`config.mk`:
```
export PLATFORM = sky130hd
export DESIGN_NAME = mac_rx_buffer_wr
export DESIGN_NICKNAME = d
export VERILOG_FILES = /design/src/rtl/mac_rx_buffer_wr_pkg.sv /design/src/rtl/mac_rx_buffer_wr_rx_byte_count.sv /design/src/rtl/mac_rx_buffer_wr.sv
export SDC_FILE = /design/constraint.sdc
export NUM_CORES = 1
export LEC_CHECK = 0
export CAP_MARGIN = 20
export CORE_UTILIZATION = 50
export CTS_CLUSTER_SIZE = 8
export DETAILED_ROUTE_END_ITERATION = 8
export GPL_ROUTABILITY_DRIVEN = 0
export PLACE_DENSITY = 0.8
export SYNTH_ARGS = -nofsm -noshare
export SYNTH_HDL_FRONTEND = slang
export SYNTH_SLANG_ARGS = --single-unit
```
`constraint.sdc`:
```
create_clock -name mac_clk -period 9 [get_ports mac_clk]
set_input_delay 2.25 -clock mac_clk [delete_from_list [all_inputs] [get_ports mac_clk]]
set_output_delay 2.25 -clock mac_clk [all_outputs]
set_load 0.02 [all_outputs]
```
`src/rtl/mac_rx_buffer_wr_pkg.sv`:
```
// rtl/mac_rx_buffer_wr_pkg.sv - shared types and descriptor layout for the rx frame buffer writer
package mac_rx_buffer_wr_pkg;

    localparam int AW_DEFAULT        = 12;
    localparam int MAX_WORDS_DEFAULT = 1520;
    localparam int LEN_LSB           = 0;
    localparam int LEN_W             = 16;

    typedef enum logic [1:0] {
        ST_IDLE   = 2'd0,
        ST_RECV   = 2'd1,
        ST_COMMIT = 2'd2,
        ST_DROP   = 2'd3
    } rx_state_e;

    function automatic logic [63:0] make_desc(input logic [LEN_W-1:0] byte_len);
        logic [63:0] w;
        w = '0;
        w[LEN_LSB +: LEN_W] = byte_len;
        return w;
    endfunction

endpackage

```
`src/rtl/mac_rx_buffer_wr_rx_byte_count.sv`:
```
// rtl/mac_rx_buffer_wr_rx_byte_count.sv - byte count of one contiguous 8-bit rx byte-enable word
module mac_rx_buffer_wr_rx_byte_count (
    input  logic [7:0] data_valid,
    output logic [3:0] byte_cnt
);

    always_comb begin
        byte_cnt = 4'd0;
        for (int i = 0; i < 8; i++) begin
            byte_cnt = byte_cnt + {3'd0, data_valid[i]};
        end
    end

endmodule

```
`src/rtl/mac_rx_buffer_wr.sv`:
```
// rtl/mac_rx_buffer_wr.sv - packs MAC rx frames into a circular buffer as descriptor + data words
module mac_rx_buffer_wr
    import mac_rx_buffer_wr_pkg::*;
#(
    parameter int AW        = AW_DEFAULT,
    parameter int MAX_WORDS = MAX_WORDS_DEFAULT
) (
    input  logic          mac_clk,
    input  logic          mac_rst,
    input  logic [63:0]   mac_rx_data,
    input  logic [7:0]    mac_rx_data_valid,
    input  logic          mac_rx_good_frame,
    input  logic          mac_rx_bad_frame,
    output logic          wr_en,
    output logic [AW-1:0] wr_addr,
    output logic [63:0]   wr_data,
    output logic [AW-1:0] committed_addr,
    input  logic [AW-1:0] rd_addr,
    output logic [31:0]   frames_good,
    output logic [31:0]   frames_dropped
);

    localparam logic [LEN_W-1:0] MAX_W = LEN_W'(MAX_WORDS);

    rx_state_e        state_q, state_d;
    logic [AW-1:0]    wr_ptr_q, wr_ptr_d;
    logic [AW-1:0]    start_q, start_d;
    logic [AW-1:0]    committed_q, committed_d;
    logic [AW-1:0]    wr_addr_q, wr_addr_d;
    logic [63:0]      wr_data_q, wr_data_d;
    logic             wr_en_q, wr_en_d;
    logic             pend_q, pend_d;
    logic [LEN_W-1:0] byte_len_q, byte_len_d;
    logic [LEN_W-1:0] word_cnt_q, word_cnt_d;
    logic [31:0]      good_q, good_d;
    logic [31:0]      dropped_q, dropped_d;

    logic [3:0]       byte_cnt;
    logic             word_in, frame_end, in_frame, no_room;
    logic [AW-1:0]    next_addr;
    logic [LEN_W-1:0] cnt_next, len_base;

    mac_rx_buffer_wr_rx_byte_count u_rx_byte_count (
        .data_valid (mac_rx_data_valid),
        .byte_cnt   (byte_cnt)
    );

    assign word_in   = |mac_rx_data_valid;
    assign frame_end = mac_rx_good_frame | mac_rx_bad_frame;
    assign next_addr = wr_ptr_q + AW'(1);
    assign in_frame  = (state_q == ST_RECV) || ((state_q == ST_IDLE) && word_in);
    assign cnt_next  = (state_q == ST_IDLE) ? LEN_W'(1) : word_cnt_q + LEN_W'(1);
    assign len_base  = (state_q == ST_IDLE) ? '0 : byte_len_q;
    assign no_room   = (next_addr == rd_addr) || (cnt_next > MAX_W);

    always_comb begin
        state_d     = state_q;
        wr_ptr_d    = wr_ptr_q;
        start_d     = start_q;
        committed_d = committed_q;
        wr_en_d     = 1'b0;
        wr_addr_d   = wr_addr_q;
        wr_data_d   = wr_data_q;
        pend_d      = 1'b0;
        byte_len_d  = byte_len_q;
        word_cnt_d  = word_cnt_q;
        good_d      = good_q;
        dropped_d   = dropped_q;

        // Publishing one cycle after the descriptor write keeps the RAM ahead of the consumer.
        if (pend_q) begin
            committed_d = start_q;
            good_d      = good_q + 32'd1;
        end

        case (state_q)
            ST_IDLE, ST_RECV: begin
                if (word_in && !no_room) begin
                    wr_en_d    = 1'b1;
                    wr_addr_d  = next_addr;
                    wr_data_d  = mac_rx_data;
                    wr_ptr_d   = next_addr;
                    byte_len_d = len_base + LEN_W'(byte_cnt);
                    word_cnt_d = cnt_next;
                end
                if (in_frame) begin
                    if (mac_rx_bad_frame || (frame_end && word_in && no_room)) begin
                        wr_ptr_d  = start_q;
                        dropped_d = dropped_q + 32'd1;
                        state_d   = ST_IDLE;
                    end else if (word_in && no_room) begin
                        state_d = ST_DROP;
                    end else if (mac_rx_good_frame) begin
                        state_d = ST_COMMIT;
                    end else begin
                        state_d = ST_RECV;
                    end
                end
            end
            ST_COMMIT: begin
                wr_en_d   = 1'b1;
                wr_addr_d = start_q;
                wr_data_d = make_desc(byte_len_q);
                wr_ptr_d  = next_addr;
                start_d   = next_addr;
                pend_d    = 1'b1;
                state_d   = word_in ? ST_DROP : ST_IDLE;
            end
            ST_DROP: begin
                if (frame_end) begin
                    wr_ptr_d  = start_q;
                    dropped_d = dropped_q + 32'd1;
                    state_d   = ST_IDLE;
                end
            end
            default: state_d = ST_IDLE;
        endcase
    end

    always_ff @(posedge mac_clk or posedge mac_rst) begin
        if (mac_rst) begin
            state_q     <= ST_IDLE;
            wr_ptr_q    <= '0;
            start_q     <= '0;
            committed_q <= '0;
            wr_en_q     <= 1'b0;
            wr_addr_q   <= '0;
            wr_data_q   <= '0;
            pend_q      <= 1'b0;
            byte_len_q  <= '0;
            word_cnt_q  <= '0;
            good_q      <= '0;
            dropped_q   <= '0;
        end else begin
            state_q     <= state_d;
            wr_ptr_q    <= wr_ptr_d;
            start_q     <= start_d;
            committed_q <= committed_d;
            wr_en_q     <= wr_en_d;
            wr_addr_q   <= wr_addr_d;
            wr_data_q   <= wr_data_d;
            pend_q      <= pend_d;
            byte_len_q  <= byte_len_d;
            word_cnt_q  <= word_cnt_d;
            good_q      <= good_d;
            dropped_q   <= dropped_d;
        end
    end

    assign wr_en          = wr_en_q;
    assign wr_addr        = wr_addr_q;
    assign wr_data        = wr_data_q;
    assign committed_addr = committed_q;
    assign frames_good    = good_q;
    assign frames_dropped = dropped_q;

endmodule
```
# [Word-level counts from Yosys, hierarchy flattened]
# Index checks and enable logic that the tools add are counted.
[word_totals] mem_bits_ro=0 in_bits=88 ram_bits=0 latchBits=0 output_inout_bits=153 wordCells=77 n_memories=0 ff_bits=212
[op_classes] div=0 mul=0 n_eq_ne=8 shift=0 bitwise_logic=1 mux=25 order_cmp=1 reduce_logical=18 n_addsub=12
[op_table] operator="$pmux 64 s2" n=1
[op_table] operator="$mux 32" n=3
[op_table] operator="$add 32x1->32 const B" n=2
[op_table] operator="$mux 64" n=1
[op_table] operator="$pmux 32 s2" n=1
[op_table] operator="$mux 12" n=5
[op_table] operator="$pmux 12 s3" n=1
[op_table] operator="$mux 16" n=2
[op_table] operator="$add 4x1->4" n=6
[op_table] operator="$pmux 12 s2" n=1
[op_table] operator="$add 16x1->16 const B" n=1
[op_table] operator="$add 16x4->16" n=1
[op_table] operator="$gt 16x11->1 const B" n=1
[op_table] operator="$add 12x1->12 const B" n=1
[op_table] operator="$eq 12x12->1" n=1
[op_table] operator="$mux 2" n=6
[op_table] operator="$ne 2x2->1 const B" n=4
[op_table] operator="$reduce_or 8->1" n=1
[op_table] operator="$pmux 2 s3" n=1
[op_table] operator="$reduce_and 2->1" n=3
[op_table] operator="$logic_and 1x1->1" n=5
[op_table] operator="$eq 2x2->1 const B" n=2
[op_table] operator="$reduce_and 4->1" n=1
[op_table] operator="$reduce_bool 2->1" n=2
[op_table] operator="other kinds (9)" n=12

# [Longest topological paths before layout]
# Gate-level depths: netlist (run 1).
[depth] depth_word=10 ltp_mapped=17 ltp_nobuf=17

# [Hierarchy]
# From an unflattened synthesis (run 1), not the netlist that was laid out.
[hier_totals] hier_cells=1100 area_unflattened_um2=10607.7
[by_module_without_submodules] mod="mac_rx_buffer_wr" cells_each=1076 seq_area_each_um2=5305.1 instances=1 area_per_inst_um2=10417.5
[by_module_without_submodules] mod="mac_rx_buffer_wr_rx_byte_count" cells_each=24 seq_area_each_um2=0.0 instances=1 area_per_inst_um2=190.2

# [Worst setup path after synthesis (run 1)]
# Ideal clock, no wire load.
[synth_timing] path_kind="input to register" startpoint="input port mac_rx_data_valid[0]" endpoint="register byte_len_q[6]" slack_ns=3.344 required_time_ns=8.934 setup_time_ns=0.066 n_path_buf=0 path_stages=16 arrival_time_ns=5.590 cell_sequence="inv_1 > ha_1 > inv_1 > fa_1 > fa_1 > fa_1 > inv_1 > fa_1 > inv_1 > fa_1 > inv_1 > a21oi_1 > o21bai_1 > nand2_2 > o31ai_1 > a22o_1"
[synth_between] elab_chain_len=8 elab_cells_between_ends=11 cone_classes="add/sub: 8; reduce/logical: 3"
[synth_rtl] item="start: declaration" line="mac_rx_buffer_wr.sv:11" source="input logic [7:0] mac_rx_data_valid,"
[synth_rtl] item="$add 1x1->2" line="mac_rx_buffer_wr_rx_byte_count.sv:10" source="byte_cnt = byte_cnt + {3'd0, data_valid[i]};"
[synth_rtl] item="$add 4x1->4 (6 in a row)" line="mac_rx_buffer_wr_rx_byte_count.sv:10"
[synth_rtl] item="$add 16x4->16" line="mac_rx_buffer_wr.sv:83" source="byte_len_d = len_base + LEN_W'(byte_cnt);"
[synth_rtl] item="end signal: assignment" line="mac_rx_buffer_wr.sv:143" source="byte_len_q <= byte_len_d;"
[synth_rtl] item="end: declaration" line="mac_rx_buffer_wr.sv:33" source="logic [LEN_W-1:0] byte_len_q, byte_len_d;"
# Parallel ways exist; a longest one is shown, timed or not.
# A chain may end at the register's enable or synchronous reset.

# [Final worst setup path (run 1)]
# Same ends and word-level chain as after synthesis.

==> flow_metrics.tcl, run 1 <==
set metrics [dict create \
    die_height_um 146 \
    coreArea_um2 20300 \
    syn_nets 1184 \
    area_growth_pct 32.1 \
    final_cell_mix "clkdlybuf4s50_1, dfrtp_1, nand2_1, nand3_1, nor2_1" \
    fp.dieW_um 146 \
    cts_root_buf "clkbuf_16" \
    vias_per_cell 5.60 \
    dpl_cell_area_um2 12900 \
    htree_levels 1 \
    drv_slew 0 \
    cts_made_buffers 30 \
    final.period_utilization 0.655 \
    synth_xor_xnor_area_share 0.0935 \
    startpoint "mac_rx_data_valid[0]" \
    drc_errors 0 \
    hold_violations 0 \
    rr_startpoint "wr_ptr_q[0]" \
    post-route-min-period_ps 5890 \
    status "complete, no violations" \
    power.density_nw_per_um2 326 \
    antenna_found_initial 0 \
    ys_ff_latch 212 \
    wl_per_cell_um 17.2 \
    cp.required_ps 9460 \
    syn_avg_cell_area_um2 9.65 \
    ctsLongestPathBuffers 3 \
    final_common_cell "clkdlybuf4s50_1" \
    setup_tns_ps 0 \
    critPathKind "input port to flop" \
    cp-end-kind "flop" \
    cts_num_sinks 212 \
    fmaxAchievable_mhz 170 \
    rsz0062_at_grt "false" \
    nFillCells 1607 \
    hpwl_um 18100 \
    slew-limit-headroom 0.289 \
    portBuffers 240 \
    insertion_delay_ps 530 \
    fin_hold_ws_ps 466 \
    grt_first_pass_wirelength_um 44400 \
    start_kind "input port" \
    async_flop_share 1.00 \
    overflow 0 \
    totalWireLength_um 27000 \
    placed_cells 1533 \
    grt_max_degree 100 \
    ios 241 \
    synth_warnings 0 \
    p_leak_uw 0.00597 \
    start_util 0.513 \
    synthFlopType "dfrtp_1" \
    syn-cell-area_um2 10400 \
    synth-simple-area-share 0.214 \
    synth-edff-count 0 \
    synth_adder_area_share 0.0240 \
    synthCells 1079 \
    cp.arrival_ps 6360 \
    grtUsageTotal 0.255 \
    synth_compound_area_frac 0.0964 \
    seq_area_frac_synth 0.510 \
    diodes 0 \
    vias 8771 \
    max-cap-violations 0 \
    dr.pass1.iters 5 \
    cts_tree "built" \
    ant_nets 0 \
    skew_ps 16.1 \
    nets 1400 \
    synthMuxAreaShare 0.0246 \
    core.rowCount 52 \
    path_max_fanout 7 \
    fin_area_um2 13700 \
    synth_top_family_by_area "simple AND/OR/NAND/NOR gates" \
    setup_violations 0 \
    grt_pass1_vias 8732 \
    cts_resized 0 \
    drive_gt1_frac 0.0510 \
    min_from "frames_good[31]" \
    clk_pin_slew_ps 50 \
    irDropWorstVdd_mv 0.255 \
    drtIter0Drc 543 \
    ys_types 65 \
    layout.cells.non_filler 1565 \
    power_uw 4470 \
    hold_buffers 0 \
    hp-class "flop to flop" \
    postCtsSetupRepairBufs 0 \
    dieArea_um2 21400 \
    tightestPinTransition_ps 1070 \
]
==> cells in the mapped netlist (7+ instances only) <==
cell      number  area [um2]
nor3_1        15        75.1
a21oi_1       20         100
dfrtp_1      212        5310
xor2_1        31         272
mux2_2        13         146
nand2_1      175         657
nor2_1        89         334
o31ai_1        7        52.6
clkbuf_1      34         128
nand4_1       40         250
o21ai_0       42         210
nand3_1       94         470
o22ai_1       20         125
ha_1          12         150
o221ai_1       7        61.3
a221o_1       12         120
buf_2         22         110
mux2i_1       11         110
and3_1        16         100
inv_1         29         109
and2_1        11        68.8
and4_1         7        61.3
xnor2_1       75         657
==> per-stage QoR <==
| stage | util | setup slack [ps] |
|---|---|---|
| final | 0.677 | 3110 |
| after global routing | 0.677 | 2900 |
| after CTS | 0.677 | 3130 |
| after detailed placement | 0.637 | 2580 |
| after global placement | 0.637 | 2670 |
| after floorplan | - | 956 |
==> sequential cells by signal (all words and copies together) (netlist names) <==
register / count
committed_addr: 12
wr_ptr_q: 12
pend_q: 1
start_q: 12
word_cnt_q: 16
state_q: 2
wr_en: 1
wr_data: 64
wr_addr: 12
frames_good: 32
byte_len_q: 16
frames_dropped: 32
==> report_power, final <==
part | switching (uW) | internal, uW
logic | 1090 | 821
registers | 305 | 1260
clock network | 377 | 623
total | 1770 | 2700
==> path summary, 6_finish.rpt <==
path                                       to  cells past startpoint  slack (ps)
min                           frames_good[31]                      1         470
min reg2reg                   frames_good[31]                      1         470
max reg2reg                        wr_addr[0]                     11        4500
min in group asynchronous  frames_dropped[29]                      2        2220
max in group asynchronous         wr_data[22]                      3        5580
max                             byte_len_q[6]                     17        3110
==> metal layers <==
layer  part of all wire  GRT usage  vias to the layer above
li1                   -          -                     4160
met3              0.079     0.0659                       40
met4              0.020     0.0734                        0
met1               0.42      0.328                     4266
met5                  0          0                        -
met2               0.48      0.424                      305
==> critical path: stages <==
cell and delay [ps]:
clkdlybuf4s50_1 480, inv_1 50, ha_1 280, inv_1 70, fa_1 420, fa_1 500
fa_1 160, inv_1 60, fa_1 500, inv_1 60, fa_1 450, inv_1 70
a21oi_1 60, o21bai_1 300, nand2_2 170, o31ai_1 310, a22o_1 160
==> cell type report <==
class | count | area, um2 | share of cell area
Clock buffer | 31 | 776 | 0.0564
Timing Repair Buffer | 247 | 2450 | 0.179
Sequential cell | 212 | 5310 | 0.386
Inverter | 30 | 120 | 0.00874
Clock inverter | 1 | 30.0 | 0.00218
Tap cell | 270 | 338 | 0.0246
Multi-Input combinational cell | 774 | 4720 | 0.343
==> kinds of logic (layout without fill, tap and decap cells) <==
family / after synthesis / in the layout
AOI/OAI and AO/OA: 149 / 149
xor gates and xnor gates: 108 / 108
adders and majority gates: 17 / 17
buffers and inverters: 93 / 309
DFF: 212 / 212
muxes: 24 / 24
and+or+nand+nor: 476 / 476
(Power assumes the default switching activity.)
==> inputs of run 2 (changes only) <==
--- a/config.mk
+++ b/config.mk
@@ -6,11 +6,11 @@
 export NUM_CORES = 1
 export LEC_CHECK = 0
 export CAP_MARGIN = 20
-export CORE_UTILIZATION = 50
+export CORE_UTILIZATION = 46
 export CTS_CLUSTER_SIZE = 8
 export DETAILED_ROUTE_END_ITERATION = 8
 export GPL_ROUTABILITY_DRIVEN = 0
-export PLACE_DENSITY = 0.8
+export PLACE_DENSITY = 0.77
 export SYNTH_ARGS = -nofsm -noshare
 export SYNTH_HDL_FRONTEND = slang
 export SYNTH_SLANG_ARGS = --single-unit
==> constraint.sdc (replaced) <==
create_clock -name mac_clk -period 4.8 [get_ports mac_clk]
set_input_delay 1.2 -clock mac_clk [delete_from_list [all_inputs] [get_ports mac_clk]]
set_output_delay 1.2 -clock mac_clk [all_outputs]
set_load 0.02 [all_outputs]
==> run 2 against run 1 <==
Against the previous run:
- the run now ends with DRC left
- clock skew grew 1.9 ps
- power is 89% higher
- count of clock-buffer cells in the layout increased by 1
- cell count is 1.5% higher
- register-to-register slack worse by 3100 ps
- first-iteration DRC count decreased by 11%
- sequential share of layout area fell by 0.49 points
- critical path depth shrank 3
- cell area grew 1.3%
- critical endpoint is now byte_len_q[5]
==> flow_metrics.tcl, run 2 (synthesized netlist as in run 1, its figures left out) <==
set metrics [dict create \
    status "finished with violations" \
    violations "DRC" \
    totalWireLength_um 27600 \
    area_growth_pct 33.7 \
    drive_gt1_frac 0.0665 \
    rsz0062_at_grt "false" \
    hp-class "flop to flop" \
    irDropWorstVdd_mv 0.357 \
    slew-limit-headroom 0.344 \
    r2r_slack_ps 1400 \
    cts_num_sinks 212 \
    drc_errors 13 \
    cts_tree "built" \
    fin_util 0.632 \
    tightestPinTransition_ps 984 \
    wl_per_cell_um 17.3 \
    final_cell_mix "clkdlybuf4s50_1, dfrtp_1, nand2_1, nand3_1, nor2_1" \
    grtUsageTotal 0.241 \
    grt_max_degree 89 \
    p_clk_frac 0.218 \
    drv_slew 0 \
    dieArea_um2 23200 \
    reg2reg_depth 11 \
    cts_root_buf "clkbuf_16" \
    start_kind "input port" \
    cp.arrival_ps 4910 \
    coreArea_um2 22000 \
    final_common_cell "clkdlybuf4s50_1" \
    dr.pass1.iters 9 \
    p_leak_uw 0.00607 \
    ant_nets 0 \
    grt_first_pass_wirelength_um 45800 \
    final.period_utilization 0.935 \
    post-route-min-period_ps 4490 \
    setup_violations 0 \
    htree_levels 1 \
    p_sw_frac 0.396 \
    nets 1413 \
    p_int_uw 5100 \
    pwr-share-seq 0.349 \
    grt_pass1_vias 8923 \
    critPathKind "input port to flop" \
    cts_made_buffers 30 \
    power.density_nw_per_um2 607 \
    hpwl_um 18500 \
    cp-end-kind "flop" \
    vias_per_cell 5.58 \
    ctsLongestPathBuffers 3 \
    hold_depth 1 \
    drtIter0Drc 481 \
    vias 8863 \
    start_util 0.473 \
    fmaxAchievable_mhz 223 \
    placed_cells 1556 \
    antenna_found_initial 0 \
    hold_violations 0 \
    overflow 0 \
    switching_power_uw 3350 \
    nFillCells 1840 \
    skew_ps 17.9 \
    postCtsSetupRepairBufs 0 \
    cp.required_ps 5230 \
    clk_pin_slew_ps 50 \
    largest_reg_flops 64 \
    fp.dieW_um 152 \
    die_height_um 152 \
    core.rowCount 54 \
    layout.cells.non_filler 1589 \
    path_max_fanout 6 \
    diodes 0 \
    insertion_delay_ps 540 \
    ios 241 \
    max-cap-violations 0 \
    portBuffers 240 \
    combPwrFrac 0.434 \
]
==> run 2: cell count changes in the layout (fill, tap and decap cells not counted), moves of 2 or more <==
cell	before	now
inv_2	1	3
clkdlybuf4s50_1	240	238
fa_1	5	3
buf_12	0	4
inv_1	28	26
fa_2	0	2
dlymetal6s2s_1	0	2
buf_4	7	16
==> run 2: cell type report <==
class                      count  area, um2  share of cell area
clock buffer                  32        779              0.0560
timing repair buffer         260       2610               0.187
inverter                      30        116             0.00836
sequential                   212       5310               0.381
tap                          280        350              0.0252
multi-input combinational    774       4760               0.342
clock inverter                 1       5.00            0.000360
==> run 2: stage by stage <==
| step | setup TNS (ps) | instance area [um2] | hold WS (ps) | setup WS, ps | power (uW) |
|---|---|---|---|---|---|
| after floorplan | 0 | 10400 | 458 | 194 | 5040 |
| after global placement | -3650 | 13100 | 462 | -423 | 6510 |
| after detailed placement | -5570 | 13100 | 463 | -558 | 6610 |
| after CTS | 0 | 13900 | 472 | 40.6 | 8500 |
| after global routing | 0 | 13900 | 506 | 126 | 8970 |
| final | 0 | 13900 | 466 | 311 | 8450 |
==> run 2: final timing paths <==
| check | start | endpoint |
|---|---|---|
| worst min register to register | frames_good[31] | frames_good[31] |
| max in group asynchronous | mac_rst | wr_data[5] |
| worst max-delay path | mac_rx_data_valid[2] | byte_len_q[5] |
| worst max register to register | wr_ptr_q[0] | frames_dropped[16] |
| worst min-delay path | frames_good[31] | frames_good[31] |
| min in group asynchronous | mac_rst | frames_good[4] |
==> run 2: metal layers <==
| metal | wire length [um] | GRT usage | up-vias |
|---|---|---|---|
| li1 | - | - | 4189 |
| met1 | 11700 | 0.317 | 4282 |
| met2 | 12800 | 0.390 | 338 |
| met3 | 2250 | 0.0597 | 54 |
| met4 | 781 | 0.0842 | 0 |
| met5 | 0 | 0 | - |
==> run 2: critical path: stages <==
cell and delay [ps]:
clkdlybuf4s50_1 470, inv_1 60, fa_1 550, fa_1 460, fa_2 370, inv_1 100, fa_1 460, ha_1 310
a21o_1 160, a21oi_2 90, o21bai_2 260, nand3_1 140, xnor2_1 140, and2_1 150
==> run 2: repair_timing <==
item,CTS,global route
gates resized for setup,1,9
pin swaps,0,6
hold buffers,0,0
setup endpoints to repair,1,10
endpoints found under the hold margin,0,0
==> run 2: power groups by stage <==
stage	Clock, uW	Sequential, uW	Combinational (uW)
after floorplan	0	3240	1800
after global placement	0	2930	3580
after detailed placement	0	2960	3650
after CTS	1880	2940	3680
after global routing	1950	3030	3990
final	1840	2950	3670
==> inputs of run 3 (changes only) <==
--- a/config.mk
+++ b/config.mk
@@ -7,6 +7,7 @@
 export LEC_CHECK = 0
 export CAP_MARGIN = 20
 export CORE_UTILIZATION = 46
+export CTS_CLUSTER_DIAMETER = 200
 export CTS_CLUSTER_SIZE = 8
 export DETAILED_ROUTE_END_ITERATION = 8
 export GPL_ROUTABILITY_DRIVEN = 0
==> run 3 against run 2 <==
Against the previous run:
- the run still ends with DRC left
- register-to-register slack barely moved
- die area unchanged
- clock power increased by 2%
- routed wire length is 0.13% lower
- power rose by 0.56%
- cell area up 0.14%
- count of clock-buffer cells in the layout decreased by 2
- highest routed layer unchanged
==> flow_metrics.tcl, run 3 (synthesized netlist as in run 1, its figures left out) <==
set metrics [dict create \
    status "finished with violations" \
    violations "DRC" \
    setup_violations 0 \
    nFillCells 1833 \
    grt_use_met2 0.390 \
    ant_nets 0 \
    layout.cells.non_filler 1588 \
    clk_pin_slew_ps 50 \
    drv_slew 0 \
    fp.dieW_um 152 \
    area_growth_pct 33.9 \
    dieArea_um2 23200 \
    power.density_nw_per_um2 610 \
    htree_levels 1 \
    totalWireLength_um 27500 \
    antenna_found_initial 0 \
    power_uw 8500 \
    path_max_fanout 4 \
    p_leak_uw 0.00607 \
    dr.pass1.iters 9 \
    overflow 0 \
    wl_per_cell_um 17.3 \
    grtUsageTotal 0.240 \
    fmaxAchievable_mhz 224 \
    hold_violations 0 \
    hold_buffers 0 \
    final.period_utilization 0.929 \
    path_cells "clkdlybuf4s50_1, inv_1, fa_1, fa_1, fa_2, inv_2, fa_1, inv_2, fa_2, inv_1, a21oi_1, o21bai_1, buf_4, nand3_1, nand2_1, o31ai_2, a22o_1" \
    cp-end-kind "flop" \
    grt_use_met1 0.318 \
    drc_errors 13 \
    drive_gt1_frac 0.0673 \
    cts_num_sinks 212 \
    busiest_layer "met2" \
    met3_usage 0.0594 \
    grt_max_degree 89 \
    dp_slack_ps -558 \
    cpMostUsedCell "fa_1" \
    fin_ws_ps 339 \
    portBuffers 240 \
    coreArea_um2 22000 \
    vias 8868 \
    postCtsSetupRepairBufs 0 \
    rsz0062_at_grt "false" \
    core.rowCount 54 \
    ios 241 \
    final_cell_mix "clkdlybuf4s50_1, dfrtp_1, nand2_1, nand3_1, nor2_1" \
    cts_made_buffers 30 \
    skew_ps 13.2 \
    insertion_delay_ps 540 \
    largest_reg_flops 64 \
    start_util 0.473 \
    grt_pass1_vias 8900 \
    cts_tree "built" \
    dpl_cell_area_um2 13100 \
    drtIter0Drc 505 \
    cp.arrival_ps 4880 \
    hp-class "flop to flop" \
    tightestPinTransition_ps 976 \
    cp.required_ps 5220 \
    post-route-min-period_ps 4460 \
    final_common_cell "clkdlybuf4s50_1" \
    die_height_um 152 \
    critical_path.max_stage_delay_ps 550 \
    start_kind "input port" \
    ctsLongestPathBuffers 3 \
    nets 1413 \
    fin_util 0.633 \
    slew-limit-headroom 0.349 \
    vias_per_cell 5.58 \
    max-cap-violations 0 \
    cts_root_buf "clkbuf_16" \
    critPathKind "input port to flop" \
    placed_cells 1556 \
    irDropWorstVdd_mv 0.380 \
    grt_first_pass_wirelength_um 45500 \
    diodes 0 \
    fin_area_um2 13900 \
    hpwl_um 18500 \
    slowest_stage "fa_1" \
]
-- run 3: cell count changes in the layout (fill, tap and decap cells not counted) --
cell	delta
inv_1	-1
o21bai_4	+1
inv_2	+1
clkbuf_16	-1
bufinv_16	+1
clkinv_2	-1
o21bai_2	-1
clkbuf_1	-1
clkinv_8	+1
-- run 3: path summary, 6_finish.rpt --
kind | from | endpoint | slack, ps | cells past startpoint
hold reg to reg | frames_good[31] | frames_good[31] | 470 | 1
setup / recovery | mac_rx_data_valid[2] | byte_len_q[6] | 340 | 17
max in group asynchronous | mac_rst | wr_data[18] | 2680 | 3
setup reg to reg | wr_ptr_q[0] | byte_len_q[6] | 1390 | 11
hold / removal | frames_good[31] | frames_good[31] | 470 | 1
min in group asynchronous | mac_rst | start_q[4] | 1210 | 2
-- run 3: timing repair --
| action | 4_1_cts | 5_1_grt |
|---|---|---|
| endpoints found under the setup margin | 1 | 7 |
| resized for setup | 1 | 11 |
| pin swaps | 0 | 6 |
-- run 3: worst max-delay path, delay by kind of cell --
| kind | cells | cell delay (ps) |
|---|---|---|
| buf+inv | 6 | 840 |
| fa+ha+maj | 5 | 2170 |
| compound gates | 4 | 490 |
| simple gates | 2 | 180 |
-- run 3: area by class of cell --
type / count / area, um2 / area share
tap: 280 / 350 / 0.0251
inverter: 30 / 116 / 0.00835
sequential: 212 / 5310 / 0.381
clock buffer: 30 / 751 / 0.0539
clock inverter: 2 / 46.3 / 0.00332
timing repair buffer: 260 / 2610 / 0.187
multi-input combinational: 774 / 4760 / 0.342
-- run 3: power breakdown --
part	switching [uW]	total, uW	internal [uW]
Clock	734	1880	1140
Sequential	585	2950	2360
Combinational	2050	3680	1630
Total	3370	8500	5130
-- run 3: metrics by stage --
| stage | setup TNS (ps) | hold WS (ps) |
|---|---|---|
| global placement | -3650 | 462 |
| global route | 0 | 506 |
| floorplan | 0 | 458 |
| finish | 0 | 474 |
| detailed placement | -5570 | 463 |
| CTS | 0 | 472 |
-- run 3: layer usage --
| layer | vias to the layer above | part of all wire |
|---|---|---|
| met2 | 340 | 0.47 |
| met1 | 4307 | 0.43 |
| met4 | 0 | 0.023 |
| li1 | 4180 | - |
| met5 | - | 0 |
| met3 | 41 | 0.077 |
==> variant, RTL diff (settings of run 2) <==
`AW_DEFAULT`: 12 -> 13.
--- a/src/rtl/mac_rx_buffer_wr_pkg.sv
+++ b/src/rtl/mac_rx_buffer_wr_pkg.sv
@@ -2,5 +2,5 @@
 package mac_rx_buffer_wr_pkg;
 
-    localparam int AW_DEFAULT        = 12;
+    localparam int AW_DEFAULT        = 13;
     localparam int MAX_WORDS_DEFAULT = 1520;
     localparam int LEN_LSB           = 0;
Ports: changed (resized committed_addr, rd_addr and wr_addr); port bits go from 241 to 244. No check against the original RTL was run, so the function may have changed too.
==> variant against run 2 <==
  * Utilization about the same
  * Sequential cell count rose by 4
  * Non-clock buffer count rose by 12
  * First-iteration DRC count increased by 30%
  * Setup slack lost 190 ps
  * Synthesized area up 4.4%
  * Power up 4.5%
  * Wire length up 1.0%
  * Design area is 4.0% higher
  * Largest cell class unchanged
==> variant: results <==
group,metric,value,unit
clock_tree,path_clk_slew,50,ps
synth,ys_types,64,
timing,relSlewSlack,34.11,%
clock_tree,clk_path_buf_depth,3,
placement,io_buffer_count,243,
routing,vias,8961,
final_layout,largest_register_ff_count,64,
worst_hold_path,hp-class,"flip-flop to flip-flop",
synth,yosysWarnings,0,
final_layout,drive_gt1_share,10.05,%
critical_path,crit_slowest_cell,"fa_1",
power_and_ir_drop,peakVddDrop,0.3020,mV
worst_hold_path,holdPathStages,1,
timing,fin_skew,11.36,ps
global_routing,grt_antenna_before_repair,0,
synth,synthTopCellsByArea,"dfrtp_1 50%, nand2_1 6.7%, xnor2_1 4.8%",
routing,dr.pass1.iters,5,
critical_path,reg2reg_slack,1120,ps
global_routing,grt_max_degree,95,
clock_tree,cts_buffers,30,
critical_path,critPathMaxFanout,2,
critical_path,reg2reg_to,"frames_dropped[1]$_DFFE_PP0P_",
critical_path,cp_slowest_stage_delay,570,ps
timing,setup_violations,0,
synth,synth_nets,1212,
worst_hold_path,min_from,"frames_good[31]$_DFFE_PP0P_",
clock_tree,insertion_delay,540,ps
critical_path,r2r_start,"state_q[0]$_DFFE_PP0P_",
power_and_ir_drop,power_leakage,0.006343,uW
critical_path,r2r.worst_path.cells,9,
final_layout,diodes,0,
placement,hpwl,18.79,mm
synth,synthArstFlopShare,100.0,%
placement,dp_slack,-746.9,ps
routing,drt_first_iter_violations,626,
clock_tree,htree_levels,1,
global_routing,grt_pass1_wl,45.44,mm
final_layout,nets,1450,
outcome,outcome,"completed",
critical_path,arrival,5100,ps
synth,synth_commonest_cells,"216 x dfrtp_1, 194 x nand2_1, 89 x nor2_1, 84 x nand3_1, 60 x xnor2_1",
synth,synth_flop_cell,"dfrtp_1",
synth,seq_area_frac_synth,49.74,%
critical_path,crit_family,"adder cells",
global_routing,grt_pass1_vias,8665,
final_layout,final_area,0.01448,mm^2
worst_hold_path,whs_endpoint,"frames_good[31]$_DFFE_PP0P_",
clock_tree,root_buffer,"clkbuf_16",
final_layout,fillers,1818,
routing,wl_per_cell,16.82,um
routing,drc_errors,0,
global_routing,grtUsageTotal,23.16,%
placement,placedInstanceArea,0.01366,mm^2
variant: cell types whose count changed after synthesis, moves of 6 or more:
cell	run 2	this run
and3_1	16	9
nand4_1	40	25
nand3_1	94	84
nand2_1	175	194
or2_2	2	8
o221a_2	1	12
o21ai_0	42	34
mux2_2	13	26
xnor2_1	75	60
xor2_1	31	55
nor4_1	5	11
variant: layout make-up:
class,instances,area [um^2],share of cell area (%)
multi-input combinational,793,5106,35.27
tap,313,391.6,2.705
clock buffer,31,775.7,5.358
timing repair buffer,272,2680,18.51
sequential,216,5405,37.33
inverter,31,120.1,0.8296
variant: how the worst max path moves through the flow:
stage / from / to / slack [ps] / depth (start not counted)
2_1_floorplan: mac_rx_data_valid[0] / byte_len_q[6]$_DFFE_PP0P_ / -20 / 15
5_1_grt: mac_rx_data_valid[2] / byte_len_q[6]$_DFFE_PP0P_ / 3 / 14
4_1_cts: mac_rx_data_valid[0] / byte_len_q[6]$_DFFE_PP0P_ / 0.7 / 16
3_3_place_gp: mac_rx_data_valid[0] / byte_len_q[6]$_DFFE_PP0P_ / -620 / 16
6_report: mac_rx_data_valid[2] / byte_len_q[6]$_DFFE_PP0P_ / 120 / 14
3_5_place_dp: mac_rx_data_valid[0] / byte_len_q[6]$_DFFE_PP0P_ / -750 / 16
variant: through the flow:
stage / utilization (%) / cells / hold slack [ps]
finish: 63.18 / 1656 / 471.4
detailed placement: 59.60 / 1623 / 459.0
floorplan: - / 1106 / 459.8
global placement: 59.60 / 1623 / 458.6
CTS: 63.05 / 1655 / 471.8
global route: 63.18 / 1656 / 486.7
variant: repair_timing:
action	4_1_cts	5_1_grt
pin swaps	3	7
endpoints found under the setup margin	4	10
endpoints found under the hold margin	0	0
gates resized for setup	4	7
buffers inserted	1	1
variant: report_power, final:
part,leakage (uW),switching (uW),internal (uW)
logic,0.00324,2180,1810
registers,0.00272,579,2430
clock network,0.000382,720,1110
total,0.00634,3480,5360
variant: logic make-up after synthesis:
family | count (synthesis) | share of synthesized area, %
xor+xnor | 118 | 9.902
buf+inv | 97 | 3.730
mux | 40 | 3.995
flops | 216 | 49.74
fa+ha+maj | 17 | 2.303
compound gates | 123 | 8.106
simple gates | 495 | 22.22
variant: layer usage:
| layer | vias up | GRT usage [%] | share of wire (%) |
|---|---|---|---|
| li1 | 4264 | - | - |
| met4 | 0 | 8.310 | 2.8 |
| met2 | 284 | 37.03 | 47 |
| met1 | 4358 | 31.58 | 44 |
| met3 | 55 | 4.222 | 5.8 |
| met5 | - | 0 | 0 |
